## src/rtl/sram_arb_multi_pkg.sv

```systemverilog
// Shared constants and FSM encoding for the multi-master SRAM arbiter.
package sram_arb_pkg;

    localparam int ARB_FIXED = 0;
    localparam int ARB_RR    = 1;

    typedef enum logic [1:0] {
        IDLE   = 2'd0,
        ACCESS = 2'd1,
        DONE   = 2'd2
    } state_e;

endpackage

```

## src/rtl/sram_arb_multi_if.sv

```systemverilog
// Avalon-style multi-master request bus; master i occupies slice i of each vector.
interface sram_arb_multi_if #(
    parameter int NUM_MASTERS = 2,
    parameter int ADDR_WIDTH  = 20,
    parameter int DATA_WIDTH  = 16
);
    localparam int BE_WIDTH = DATA_WIDTH / 8;

    logic [NUM_MASTERS*ADDR_WIDTH-1:0] m_address;
    logic [NUM_MASTERS*BE_WIDTH-1:0]   m_byteenable;
    logic [NUM_MASTERS-1:0]            m_read;
    logic [NUM_MASTERS-1:0]            m_write;
    logic [NUM_MASTERS*DATA_WIDTH-1:0] m_writedata;
    logic [NUM_MASTERS-1:0]            m_waitrequest;
    logic [DATA_WIDTH-1:0]             m_readdata;
    logic [NUM_MASTERS-1:0]            m_readdataready;

    modport master (
        output m_address, m_byteenable, m_read, m_write, m_writedata,
        input  m_waitrequest, m_readdata, m_readdataready
    );

    modport slave (
        input  m_address, m_byteenable, m_read, m_write, m_writedata,
        output m_waitrequest, m_readdata, m_readdataready
    );

endinterface

```

## src/rtl/sram_arb_multi_pick.sv

```systemverilog
// Winner selection: fixed priority (lowest index) or round-robin starting after ptr.
module arb_pick #(
    parameter int NUM_MASTERS = 2,
    parameter int SEL_WIDTH   = 1
) (
    input  logic [NUM_MASTERS-1:0] req,
    input  logic [SEL_WIDTH-1:0]   ptr,
    input  logic                   rr_mode,
    output logic [NUM_MASTERS-1:0] grant,
    output logic [SEL_WIDTH-1:0]   idx,
    output logic                   valid
);

    // Scan candidates in priority order; first requester found wins.
    always_comb begin
        int unsigned c;
        grant = '0;
        idx   = '0;
        valid = 1'b0;
        c     = 0;
        for (int unsigned k = 0; k < NUM_MASTERS; k++) begin
            c = rr_mode ? (32'(ptr) + k + 32'd1) % NUM_MASTERS : k;
            if (!valid && req[c]) begin
                valid    = 1'b1;
                grant[c] = 1'b1;
                idx      = SEL_WIDTH'(c);
            end
        end
    end

endmodule

```

## src/rtl/sram_arb_multi.sv

```systemverilog
// Multi-master arbiter for an asynchronous SRAM with split data bus.
module sram_arb_multi
    import sram_arb_pkg::*;
#(
    parameter int NUM_MASTERS   = 2,
    parameter int ADDR_WIDTH    = 20,
    parameter int DATA_WIDTH    = 16,
    parameter int ACCESS_CYCLES = 2,
    parameter int ARB_MODE      = 1,
    localparam int BE_WIDTH     = DATA_WIDTH / 8,
    localparam int SEL_WIDTH    = $clog2(NUM_MASTERS)
) (
    input  logic                  clock,
    input  logic                  reset,
    input  logic                  lock_en,
    input  logic [SEL_WIDTH-1:0]  lock_sel,
    sram_arb_multi_if.slave       bus,
    output logic [ADDR_WIDTH-1:0] sram_address,
    output logic [BE_WIDTH-1:0]   sram_be_n,
    output logic                  sram_ce_n,
    output logic                  sram_oe_n,
    output logic                  sram_we_n,
    output logic [DATA_WIDTH-1:0] sram_dq_out,
    output logic                  sram_dq_oe,
    input  logic [DATA_WIDTH-1:0] sram_dq_in,
    output logic                  busy,
    output logic [SEL_WIDTH-1:0]  cur_sel
);

    state_e                 state, state_nxt;
    logic [3:0]             cnt;
    logic [SEL_WIDTH-1:0]   rr_ptr;
    logic [ADDR_WIDTH-1:0]  lat_addr;
    logic [BE_WIDTH-1:0]    lat_be;
    logic [DATA_WIDTH-1:0]  lat_wdata;
    logic                   lat_write;
    logic [NUM_MASTERS-1:0] req, grant;
    logic [SEL_WIDTH-1:0]   win_idx;
    logic                   win_valid, accept, last_cycle;

    // Eligible requesters: any command, filtered by the lock when enabled.
    always_comb begin
        req = '0;
        for (int unsigned i = 0; i < NUM_MASTERS; i++) begin
            req[i] = (bus.m_read[i] | bus.m_write[i]) &
                     (~lock_en | (lock_sel == SEL_WIDTH'(i)));
        end
    end

    arb_pick #(
        .NUM_MASTERS (NUM_MASTERS),
        .SEL_WIDTH   (SEL_WIDTH)
    ) u_pick (
        .req     (req),
        .ptr     (rr_ptr),
        .rr_mode (ARB_MODE == ARB_RR),
        .grant   (grant),
        .idx     (win_idx),
        .valid   (win_valid)
    );

    // State register.
    always_ff @(posedge clock) begin
        if (reset) state <= IDLE;
        else       state <= state_nxt;
    end

    // Next state, handshake and SRAM strobes.
    always_comb begin
        state_nxt         = state;
        accept            = 1'b0;
        last_cycle        = 1'b0;
        bus.m_waitrequest = '1;
        sram_ce_n         = 1'b1;
        sram_oe_n         = 1'b1;
        sram_we_n         = 1'b1;
        sram_dq_oe        = 1'b0;
        sram_be_n         = '1;
        sram_address      = lat_addr;
        sram_dq_out       = lat_wdata;
        busy              = (state != IDLE);
        case (state)
            IDLE: begin
                if (win_valid && !reset) begin
                    accept            = 1'b1;
                    bus.m_waitrequest = ~grant;
                    state_nxt         = ACCESS;
                end
            end
            ACCESS: begin
                sram_ce_n  = 1'b0;
                sram_be_n  = ~lat_be;
                sram_oe_n  = lat_write;
                sram_we_n  = ~lat_write;
                sram_dq_oe = lat_write;
                last_cycle = (cnt == 4'(ACCESS_CYCLES - 1));
                if (last_cycle) state_nxt = DONE;
            end
            DONE:    state_nxt = IDLE;
            default: state_nxt = IDLE;
        endcase
    end

    // Command latch, cycle counter, arbitration pointer and read return.
    always_ff @(posedge clock) begin
        if (reset) begin
            cnt                 <= '0;
            rr_ptr              <= SEL_WIDTH'(NUM_MASTERS - 1);
            cur_sel             <= '0;
            lat_addr            <= '0;
            lat_be              <= '0;
            lat_wdata           <= '0;
            lat_write           <= 1'b0;
            bus.m_readdata      <= '0;
            bus.m_readdataready <= '0;
        end else begin
            bus.m_readdataready <= '0;
            if (accept) begin
                lat_addr  <= bus.m_address[win_idx*ADDR_WIDTH +: ADDR_WIDTH];
                lat_be    <= bus.m_byteenable[win_idx*BE_WIDTH +: BE_WIDTH];
                lat_wdata <= bus.m_writedata[win_idx*DATA_WIDTH +: DATA_WIDTH];
                lat_write <= bus.m_write[win_idx];
                rr_ptr    <= win_idx;
                cur_sel   <= win_idx;
                cnt       <= '0;
            end
            if (state == ACCESS) begin
                if (last_cycle) begin
                    cnt <= '0;
                    if (!lat_write) begin
                        bus.m_readdata      <= sram_dq_in;
                        bus.m_readdataready <= NUM_MASTERS'(1) << cur_sel;
                    end
                end else begin
                    cnt <= cnt + 4'd1;
                end
            end
        end
    end

endmodule

```

## src/flat_wrapper.sv

```systemverilog
// flat-port wrapper written by rule: the top's interface ports become plain ports
module sram_arb_multi_flat import sram_arb_pkg::*;
#(
    parameter int NUM_MASTERS   = 2,
    parameter int ADDR_WIDTH    = 20,
    parameter int DATA_WIDTH    = 16,
    parameter int ACCESS_CYCLES = 2,
    parameter int ARB_MODE      = 1,
    localparam int BE_WIDTH     = DATA_WIDTH / 8,
    localparam int SEL_WIDTH    = $clog2(NUM_MASTERS)
)
  (clock, reset, lock_en, lock_sel, sram_address, sram_be_n, sram_ce_n, sram_oe_n, sram_we_n, sram_dq_out, sram_dq_oe, sram_dq_in, busy, cur_sel, bus_m_address, bus_m_byteenable, bus_m_read, bus_m_write, bus_m_writedata, bus_m_waitrequest, bus_m_readdata, bus_m_readdataready);
  sram_arb_multi_if #(.NUM_MASTERS(NUM_MASTERS), .ADDR_WIDTH(ADDR_WIDTH), .DATA_WIDTH(DATA_WIDTH)) bus_i ();
  input  logic clock;
  input  logic reset;
  input  logic lock_en;
  input  logic [SEL_WIDTH-1:0] lock_sel;
  output logic [ADDR_WIDTH-1:0] sram_address;
  output logic [BE_WIDTH-1:0] sram_be_n;
  output logic sram_ce_n;
  output logic sram_oe_n;
  output logic sram_we_n;
  output logic [DATA_WIDTH-1:0] sram_dq_out;
  output logic sram_dq_oe;
  input  logic [DATA_WIDTH-1:0] sram_dq_in;
  output logic busy;
  output logic [SEL_WIDTH-1:0] cur_sel;
  input wire logic [$bits(bus_i.m_address)-1:0] bus_m_address;
  input wire logic [$bits(bus_i.m_byteenable)-1:0] bus_m_byteenable;
  input wire logic [$bits(bus_i.m_read)-1:0] bus_m_read;
  input wire logic [$bits(bus_i.m_write)-1:0] bus_m_write;
  input wire logic [$bits(bus_i.m_writedata)-1:0] bus_m_writedata;
  output wire logic [$bits(bus_i.m_waitrequest)-1:0] bus_m_waitrequest;
  output wire logic [$bits(bus_i.m_readdata)-1:0] bus_m_readdata;
  output wire logic [$bits(bus_i.m_readdataready)-1:0] bus_m_readdataready;
  assign bus_i.m_address = bus_m_address;
  assign bus_i.m_byteenable = bus_m_byteenable;
  assign bus_i.m_read = bus_m_read;
  assign bus_i.m_write = bus_m_write;
  assign bus_i.m_writedata = bus_m_writedata;
  assign bus_m_waitrequest = bus_i.m_waitrequest;
  assign bus_m_readdata = bus_i.m_readdata;
  assign bus_m_readdataready = bus_i.m_readdataready;
  sram_arb_multi #(.NUM_MASTERS(NUM_MASTERS), .ADDR_WIDTH(ADDR_WIDTH), .DATA_WIDTH(DATA_WIDTH), .ACCESS_CYCLES(ACCESS_CYCLES), .ARB_MODE(ARB_MODE)) u_core (.clock(clock), .reset(reset), .lock_en(lock_en), .lock_sel(lock_sel), .bus(bus_i), .sram_address(sram_address), .sram_be_n(sram_be_n), .sram_ce_n(sram_ce_n), .sram_oe_n(sram_oe_n), .sram_we_n(sram_we_n), .sram_dq_out(sram_dq_out), .sram_dq_oe(sram_dq_oe), .sram_dq_in(sram_dq_in), .busy(busy), .cur_sel(cur_sel));
endmodule
```

## config.mk

```make
export PLATFORM = sky130hd
export DESIGN_NAME = sram_arb_multi_flat
export DESIGN_NICKNAME = d
export VERILOG_FILES = /design/src/rtl/sram_arb_multi_pkg.sv /design/src/rtl/sram_arb_multi_if.sv /design/src/rtl/sram_arb_multi_pick.sv /design/src/rtl/sram_arb_multi.sv /design/src/flat_wrapper.sv
export SDC_FILE = /design/constraint.sdc
export NUM_CORES = 1
export LEC_CHECK = 0
export ABC_AREA = 0
export CELL_PAD_IN_SITES_DETAIL_PLACEMENT = 2
export CELL_PAD_IN_SITES_GLOBAL_PLACEMENT = 2
export CORE_MARGIN = 2
export CORE_UTILIZATION = 22
export CTS_CLUSTER_DIAMETER = 80
export CTS_CLUSTER_SIZE = 30
export DETAILED_ROUTE_END_ITERATION = 7
export PLACE_DENSITY_LB_ADDON = 0.12
export RECOVER_POWER = 100
export SYNTH_ARGS = -nofsm -noshare
export SYNTH_HDL_FRONTEND = slang
export SYNTH_SLANG_ARGS = --single-unit
```

## constraint.sdc

```tcl
create_clock -name clock -period 3.2 [get_ports clock]
set_clock_uncertainty 0.2 [all_clocks]
set_input_delay 0.48 -clock clock [delete_from_list [all_inputs] [get_ports clock]]
set_output_delay 0.48 -clock clock [all_outputs]
set_load 0.01 [all_outputs]
```

## After elaboration in Yosys (flattened, before gate mapping)

Cells that the tools add are included.

| storage, ports and cells | value |
|---|---|
| bits of input ports | 100 |
| output and inout bits | 64 |
| register bits after elaboration | 65 |
| logic and storage cells | 85 |

| cells by class | value |
|---|---|
| multiplexer cells | 32 |
| bitwise logic cells | 14 |
| shifts and indexed selects | 4 |
| reductions and logical operators | 12 |
| $add $sub $neg | 3 |
| equal/unequal tests | 4 |
| $lt $le $gt $ge | 5 |
| multipliers | 1 |

Operators with widths:

| operator | number |
|---|---|
| indexed part select 40 x 7 -> 20 bit | 1 |
| indexed part select 32 x 6 -> 16 bit | 1 |
| two-way mux 1 bit | 19 |
| two-way mux 2 bit | 7 |
| two-way mux 4 bit | 3 |
| less-than comparator 1 x 2 -> 1 bit, second input constant | 3 |
| inverter 1 bit | 5 |
| adder 4 x 1 -> 4 bit, second input constant | 1 |
| equality test 4 x 1 -> 1 bit, second input constant | 1 |
| logical AND 1 bit | 4 |
| multiplier 1 x 3 -> 4 bit, second input constant | 1 |
| != test 2 x 1 -> 1 bit, second input constant | 2 |
| inverter 2 bit | 2 |
| bitwise OR 1 bit | 4 |
| case mux 2 bit (2 select lines) | 1 |
| nonzero test 2 bit | 2 |
| OR reduction 4 bit | 1 |
| indexed part select 4 x 3 -> 2 bit | 1 |
| AND reduction 3 bit | 1 |
| adder 1 bit, second input constant | 2 |
| AND 1 bit | 2 |
| demux 1 bit (select 1 bit) | 2 |
| equality test 2 x 1 -> 1 bit, second input constant | 1 |
| >= comparator 1 bit, second input constant | 2 |
| other kinds (5) | 6 |

## Logic depth before layout (Yosys ltp)

Gate-level depths: netlist of the first run.

| logic depth | value |
|---|---|
| depth after elaboration | 14 |
| gate-level depth with buffers | 8 |
| gate-level depth less buffers | 6 |

## By module

From an unflattened synthesis of the first run, not the netlist that was laid out.

| unflattened totals | value |
|---|---|
| cells, all modules | 310 |
| area, all modules | 2949.1 um2 |

Modules (own cells, without submodules):

| module | cells an instance | area each (um2) | instances | seq. area each (um2) |
|---|---|---|---|---|
| sram_arb_multi | 304 | 2905.3 | 1 | 1301.2 |
| arb_pick | 6 | 43.8 | 1 | 0.0 |

## Least setup slack after synthesis of the first run

OpenSTA, ideal clock, no wires.

| timing path | value |
|---|---|
| path kind | in2out |
| start | in bus_m_write[0] |
| end | out bus_m_waitrequest[1] |
| required time | 2520 ps |
| stages | 4 |
| data arrival time | 1472 ps |
| path slack | 1048 ps |
| path buffers | 1 |
| cells stage by stage | or2_1 > a311oi_4 > buf_6 > nand2_1 |

| on the way | value |
|---|---|
| cells in the longest elaborated chain, start to end | 11 |
| elaborated cells on any way between the ends | 17 |
| those cells by class | 10 x mux; 4 x bitwise; 3 x reduce/logical |

Ends and longest elaborated chain:

| what | RTL line | RTL |
|---|---|---|
| start, declared | flat_wrapper.sv:31 | `input wire logic [$bits(bus_i.m_write)-1:0] bus_m_write;` |
| bitwise OR 1 bit (*) | sram_arb_multi.sv:45 | `req[i] = (bus.m_read[i] \| bus.m_write[i]) &` |
| AND 1 bit (*) | sram_arb_multi.sv:45 |  |
| two-way mux 1 bit (not written as such) (2 in series) | sram_arb_multi_pick.sv:23 | `if (!valid && req[c]) begin` |
| two-way mux 1 bit | sram_arb_multi_pick.sv:23 |  |
| zero test 1 bit | sram_arb_multi_pick.sv:23 |  |
| logical AND 1 bit | sram_arb_multi_pick.sv:23 |  |
| two-way mux 1 bit / two-way mux 2 bit (equally long branches) | sram_arb_multi_pick.sv:23 |  |
| logical AND 1 bit / inverter 2 bit (equally long branches) | sram_arb_multi.sv:84, sram_arb_multi.sv:86 |  |
| two-way mux 2 bit (*) | sram_arb_multi.sv:84 | `if (win_valid && !reset) begin` |
| two-way mux 2 bit (*) | sram_arb_multi.sv:82 | `case (state)` |
| end, declared | flat_wrapper.sv:33 | `output wire logic [$bits(bus_i.m_waitrequest)-1:0] bus_m_waitrequest;` |

Every way passes the cells marked *; elsewhere a longest branch is shown, timed or not. The select of a mux whose other input is x is not followed.

## Worst setup path after layout of the first run

| timing path | value |
|---|---|
| start | in bus_m_write[0] |
| end | out bus_m_waitrequest[0] |

Same word-level chain as after synthesis.

==> flow_summary.ini, run 1 <==
[outcome]
outcome = complete, no violations

[worst_setup_path]
cp-startpoint = bus_m_write[0]
r2r_end = u_core.bus.m_readdata[11]$_SDFFE_PP0P_
rr_startpoint = u_core.cnt[0]$_SDFFE_PP0P_
critPathArrivalTime_ns = 2.39
crit_top_cell = clkdlybuf4s50_1
critical_path_class = in -> out
required_ns = 2.52
path_buf_inv = 2
rrSetupSlack_ns = 0.79
end_kind = output port
critPathLaunchType = primary input
crit_path_max_fanout = 3
critPathMaxStageDelay_ns = 0.52
crit_chain = clkdlybuf4s50_1 > a2bb2oi_1 > o21ba_1 > nor3_1 > nand3_1 > clkdlybuf4s50_1
slowest_stage = clkdlybuf4s50_1
reg2reg_depth = 5
crit_family = buffers and inverters

[clocking]
cts_sinks = 65
path_clk_slew_ns = 0.06
htree_levels = 3
root_buffer = clkbuf_16
cts_tree = yes
post_cts_buffers = 0
cts_buffer_depth = 2
cts_buffers = 9
clock_latency_ns = 0.32
ctsResizeCount = 0
cts_hold_buf = 0

[synth]
synth_edf_count = 0
netlist.area_leader.share = 0.477
avgSynthCellArea_um2 = 10.3
syn-num-nets = 366
netlist_instances = 264
synth_flop_cell = dfxtp_1
synth.area.top_cells = dfxtp_1, mux2i_1, o2bb2ai_1
synth-seq-cells = 65
ys_warn_count = 0
ys_seq_area_frac = 0.477
yosysTopAreaCell = dfxtp_1
synth.cell_area_um2 = 2730
synth_most_common_cell = dfxtp_1
async_flop_share = 0
synth_cell_types = 37
synthTopCellsByCount = dfxtp_1, mux2i_1, o2bb2ai_1

[pwr]
p_per_area_nw_per_um2 = 622
p_leak_nw = 1.94
ir_drop_mv = 0.274
total_power_mw = 2.99

[detailed_routing]
post_drt_via_cell_ratio = 4.48
ant_nets = 0
vias = 2687
drtIter0Drc = 57
wire_per_inst_um = 15.8
first_pass_iters = 4
route.detailed.drc = 0
drt_wl_total_mm = 9.48

[sta]
fmax_ghz = 0.326
fin_ws_ns = 0.133
setup_viol = 0
tightest_slew_ns = 1.06
slew_viol_final = 0
rsz0062_at_grt = no
setup_tns_ns = 0
hold_ws_ns = 0.254
period_needed_ns = 3.07
maxSlewHeadroom = 0.288
finalHoldViolCount = 0
fin_crit_sh = 0.958

[worst_hold_path]
hold_start = u_core.bus.m_readdata[0]$_SDFFE_PP0P_
hp-class = reg -> reg
hold_path_depth = 2
whs_endpoint = u_core.bus.m_readdata[0]$_SDFFE_PP0P_

[floorplan]
io_pins = 164
die_h_um = 115
floorplan.die.width_um = 115
std_cell_rows = 40
start_util = 0.226
fp.dieArea_um2 = 13300
coreArea_um2 = 12100

[layout]
post-route-util = 0.398
synthToLayoutAreaGrowth_pct = 76.2
nets = 529
seq_area_um2 = 1300
multi_input_area_um2 = 1240
drive_above_1_share = 0.0579
diodes = 0
final.fill_count = 1311

[placement]
pre_cts_ws_ns = 0.128
io_buffer_count = 163
place_congestion = 0.668
dp_hpwl_mm = 7.15

[grt]
grt_max_degree = 41
grt_pass1_wl_mm = 14.6
busiest_layer = met2
track_usage = 0.143
use_met2 = 0.233
grt_util_met1 = 0.175
antenna_found_initial = 0
grt_pass1_vias = 2874
overflow = 0
grt_util_met3 = 0.0480

[flow_run]
max-cap-violations = 0
==> layer usage <==
layer | vias up | routed length (µm)
li1 | 1294 | -
met1 | 1283 | 4170
met2 | 100 | 4350
met3 | 10 | 832
met4 | 0 | 128
met5 | - | 0
==> area by class of cell <==
class | count | share of cell area
clock inverter | 5 | 0.0177
sequential | 65 | 0.271
multi-input combinational | 172 | 0.258
inverter | 6 | 0.00469
tap | 168 | 0.0437
clock buffer | 11 | 0.0526
timing repair buffer | 173 | 0.353
==> where the power goes <==
part / switching [mW] / internal, mW / total, mW
clock network: 0.374 / 0.730 / 1.10
registers: 0.0761 / 0.948 / 1.02
logic: 0.423 / 0.436 / 0.859
total: 0.873 / 2.11 / 2.99
==> placed cells by master (no fill, tap or decap), drive strengths merged, types with 5 or more instances in the layout <==
master,Yosys,layout
a21oi,16,16
buf,14,6
clkbuf,7,15
clkdlybuf4s50,0,102
dfxtp,65,65
dlygate4sd3,0,61
inv,6,8
mux2i,39,39
nand2,37,37
nor3,5,5
o2bb2ai,39,39
==> logic make-up (layout without fill, tap and decap cells) <==
logic type	count (synthesis)	in the layout	share of synthesized area
buffers and inverters	27	195	0.0573
AND/OR/NAND/NOR	64	64	0.116
AO/OA/AOI/OAI	67	67	0.198
flip-flops	65	65	0.477
multiplexers	39	39	0.143
adder cells (fa/ha/maj)	2	2	0.00917
==> sequential cells by signal, indices dropped and copies added (netlist names) <==
name,cells
u_core.bus.m_readdataready,2
u_core.lat_be,2
u_core.state,2
u_core.sram_address,20
u_core.bus.m_readdata,16
u_core.sram_dq_out,16
u_core.cur_sel,1
u_core.rr_ptr,1
u_core.cnt,4
u_core.lat_write,1
==> stage by stage <==
step | instance area [µm²] | std cells
after floorplan | 2730 | 264
after global placement | 4520 | 584
after detailed placement | 4520 | 584
after CTS | 4860 | 600
after global routing | 4810 | 600
final | 4810 | 600
==> how the worst max path moves through the flow <==
| stage | endpoint | slack [ns] | depth (start not counted) |
|---|---|---|---|
| floorplan | bus_m_waitrequest[1] | 1.05 | 4 |
| global placement | bus_m_waitrequest[1] | 0.24 | 6 |
| detailed placement | bus_m_waitrequest[1] | 0.13 | 6 |
| CTS | bus_m_waitrequest[0] | 0.13 | 6 |
| global route | bus_m_waitrequest[0] | 0.06 | 6 |
| finish | bus_m_waitrequest[0] | 0.13 | 6 |
==> tightest hold or removal path, cell delays in order, from the launching register on <==
cell     delay (ns)
dfxtp_1        0.30
nand2_1        0.05
a21oi_1        0.05
(Power assumes the default switching activity.)
==> run 2: changes to the inputs <==
--- a/config.mk
+++ b/config.mk
@@ -9,7 +9,7 @@
 export CELL_PAD_IN_SITES_DETAIL_PLACEMENT = 2
 export CELL_PAD_IN_SITES_GLOBAL_PLACEMENT = 2
 export CORE_MARGIN = 2
-export CORE_UTILIZATION = 22
+export CORE_UTILIZATION = 19
 export CTS_CLUSTER_DIAMETER = 80
 export CTS_CLUSTER_SIZE = 30
 export DETAILED_ROUTE_END_ITERATION = 7
==> constraint.sdc (replaced) <==
create_clock -name clock -period 2.7 [get_ports clock]
set_clock_uncertainty 0.2 [all_clocks]
set_input_delay 0.405 -clock clock [delete_from_list [all_inputs] [get_ports clock]]
set_output_delay 0.405 -clock clock [all_outputs]
set_load 0.01 [all_outputs]
==> run 2 against run 1 <==
Global-route usage fell by 0.81 points. Setup slack improved by 0.039 ns. Clock-buffer cell count rose by 2. Power rose by 12%. Critical path type unchanged.
==> flow_summary.ini, run 2 (same netlist as run 1, synthesis figures left out) <==
[pwr]
pwr-share-clk = 0.323
p_sw_frac = 0.306
switchingPower_mw = 1.02
ir_drop_mv = 0.332
p_leak_nw = 1.95
p_per_area_nw_per_um2 = 691
p_int_mw = 2.32
p_comb_frac = 0.313
power_frac_seq = 0.364

[worst_setup_path]
required_ns = 2.10
end_kind = output port
crit_path_max_fanout = 2
critical_path_class = in -> out
critPathLaunchType = primary input
critPathArrivalTime_ns = 1.92

[worst_hold_path]
hp-class = reg -> reg

[clocking]
htree_levels = 3
clock_latency_ns = 0.33
ctsResizeCount = 4
root_buffer = clkbuf_16
cts_hold_buf = 0
cts_sinks = 65
path_clk_slew_ns = 0.05
post_cts_buffers = 0
cts_buffers = 9
cts_buffer_depth = 2
cts_tree = yes

[floorplan]
die_h_um = 124
coreArea_um2 = 13900
fp.dieArea_um2 = 15300
std_cell_rows = 43
io_pins = 164
floorplan.die.width_um = 124
start_util = 0.196

[detailed_routing]
met1Wirelength_mm = 4.17
wl_met2_mm = 4.72
wire_per_inst_um = 16.4
routed.top_layer = met4
route.detailed.drc = 0
drtIter0Drc = 79
vias = 2686
wl_met3_mm = 1.07
ant_nets = 0
post_drt_via_cell_ratio = 4.35
first_pass_iters = 4
drt_wl_total_mm = 10.1

[grt]
track_usage = 0.135
overflow = 0
grt_pass1_wl_mm = 15.5
antenna_found_initial = 0
grt_max_degree = 36
grt_pass1_vias = 2967

[placement]
place_congestion = 0.717
dp_hpwl_mm = 7.57
io_buffer_count = 163
dp_cells = 602
pre_cts_ws_ns = -0.227
placed_area_um2 = 4580

[sta]
fin_crit_sh = 0.937
rsz0062_at_grt = no
maxSlewHeadroom = 0.518
period_needed_ns = 2.53
fmax_ghz = 0.395
slew_viol_final = 0
tightest_slew_ns = 0.720
finalHoldViolCount = 0
fin_ws_ns = 0.171
setup_viol = 0

[layout]
diodes = 0
fin_area_um2 = 4840
layout_commonest_cell = clkdlybuf4s50_1
drive_above_1_share = 0.0776
stdcell_count = 618
layout_common_cells = clkdlybuf4s50_1, dfxtp_1, dlygate4sd3_1
synthToLayoutAreaGrowth_pct = 77.5
nets = 535
largest_reg_flops = 20
final.fill_count = 1533

[outcome]
outcome = complete, no violations

[flow_run]
max-cap-violations = 0
==> run 2: changes by cell type in the layout (fill, tap and decap cells not counted), moves of 2 or more <==
cell and change:
clkinv_2 +3, dlygate4sd2_1 +2, buf_4 +4, bufinv_16 -2
nor3_4 +2, nor3_1 -2, clkbuf_2 +3, inv_6 -2
clkdlybuf4s50_1 -3
==> run 2: routing by layer <==
layer  up-vias  global-route usage
met5         -                   0
met4         0              0.0575
met3        12              0.0577
met2        99               0.220
met1      1266               0.154
li1       1309                   -
==> run 2: worst paths after layout <==
| kind | startpoint | endpoint | slack (ns) | depth (start not counted) |
|---|---|---|---|---|
| worst max-delay path | bus_m_write[0] | bus_m_waitrequest[1] | 0.17 | 6 |
| worst max register to register | u_core.cnt[0]$_SDFFE_PP0P_ | u_core.bus.m_readdata[8]$_SDFFE_PP0P_ | 0.45 | 5 |
| worst min-delay path | u_core.bus.m_readdata[4]$_SDFFE_PP0P_ | u_core.bus.m_readdata[4]$_SDFFE_PP0P_ | 0.25 | 2 |
| worst min register to register | u_core.bus.m_readdata[4]$_SDFFE_PP0P_ | u_core.bus.m_readdata[4]$_SDFFE_PP0P_ | 0.25 | 2 |
==> run 2: area by class of cell <==
cell class / instances / area, µm² / area share
timing repair buffer: 179 / 1740 / 0.359
sequential: 65 / 1300 / 0.269
multi-input combinational: 172 / 1280 / 0.264
clock buffer: 13 / 260 / 0.0538
tap: 180 / 225 / 0.0465
inverter: 6 / 22.5 / 0.00465
clock inverter: 3 / 15.0 / 0.00310
==> run 2: power by group through the flow <==
stage / Clock (mW) / Combinational (mW) / Sequential (mW)
floorplan: 0 / 0.453 / 1.29
global placement: 0 / 1.12 / 1.24
detailed placement: 0 / 1.14 / 1.24
CTS: 1.13 / 1.15 / 1.23
global route: 1.17 / 1.16 / 1.24
finish: 1.08 / 1.05 / 1.22
==> run 2: per-stage QoR <==
step	hold slack [ns]	utilization	setup TNS [ns]	power (mW)
after detailed placement	0.250	0.329	-0.448	2.38
after global routing	0.274	0.347	0	3.57
after CTS	0.261	0.349	0	3.51
after global placement	0.242	0.329	-0.188	2.36
final	0.250	0.347	0	3.34
after floorplan	0.232	-	0	1.74
==> run 2: worst max-delay path: stages <==
cell and delay [ns]:
clkdlybuf4s50_1 0.41, buf_4 0.14, or2_1 0.26, a311oi_4 0.30, nand2_1 0.08, dlygate4sd2_1 0.32
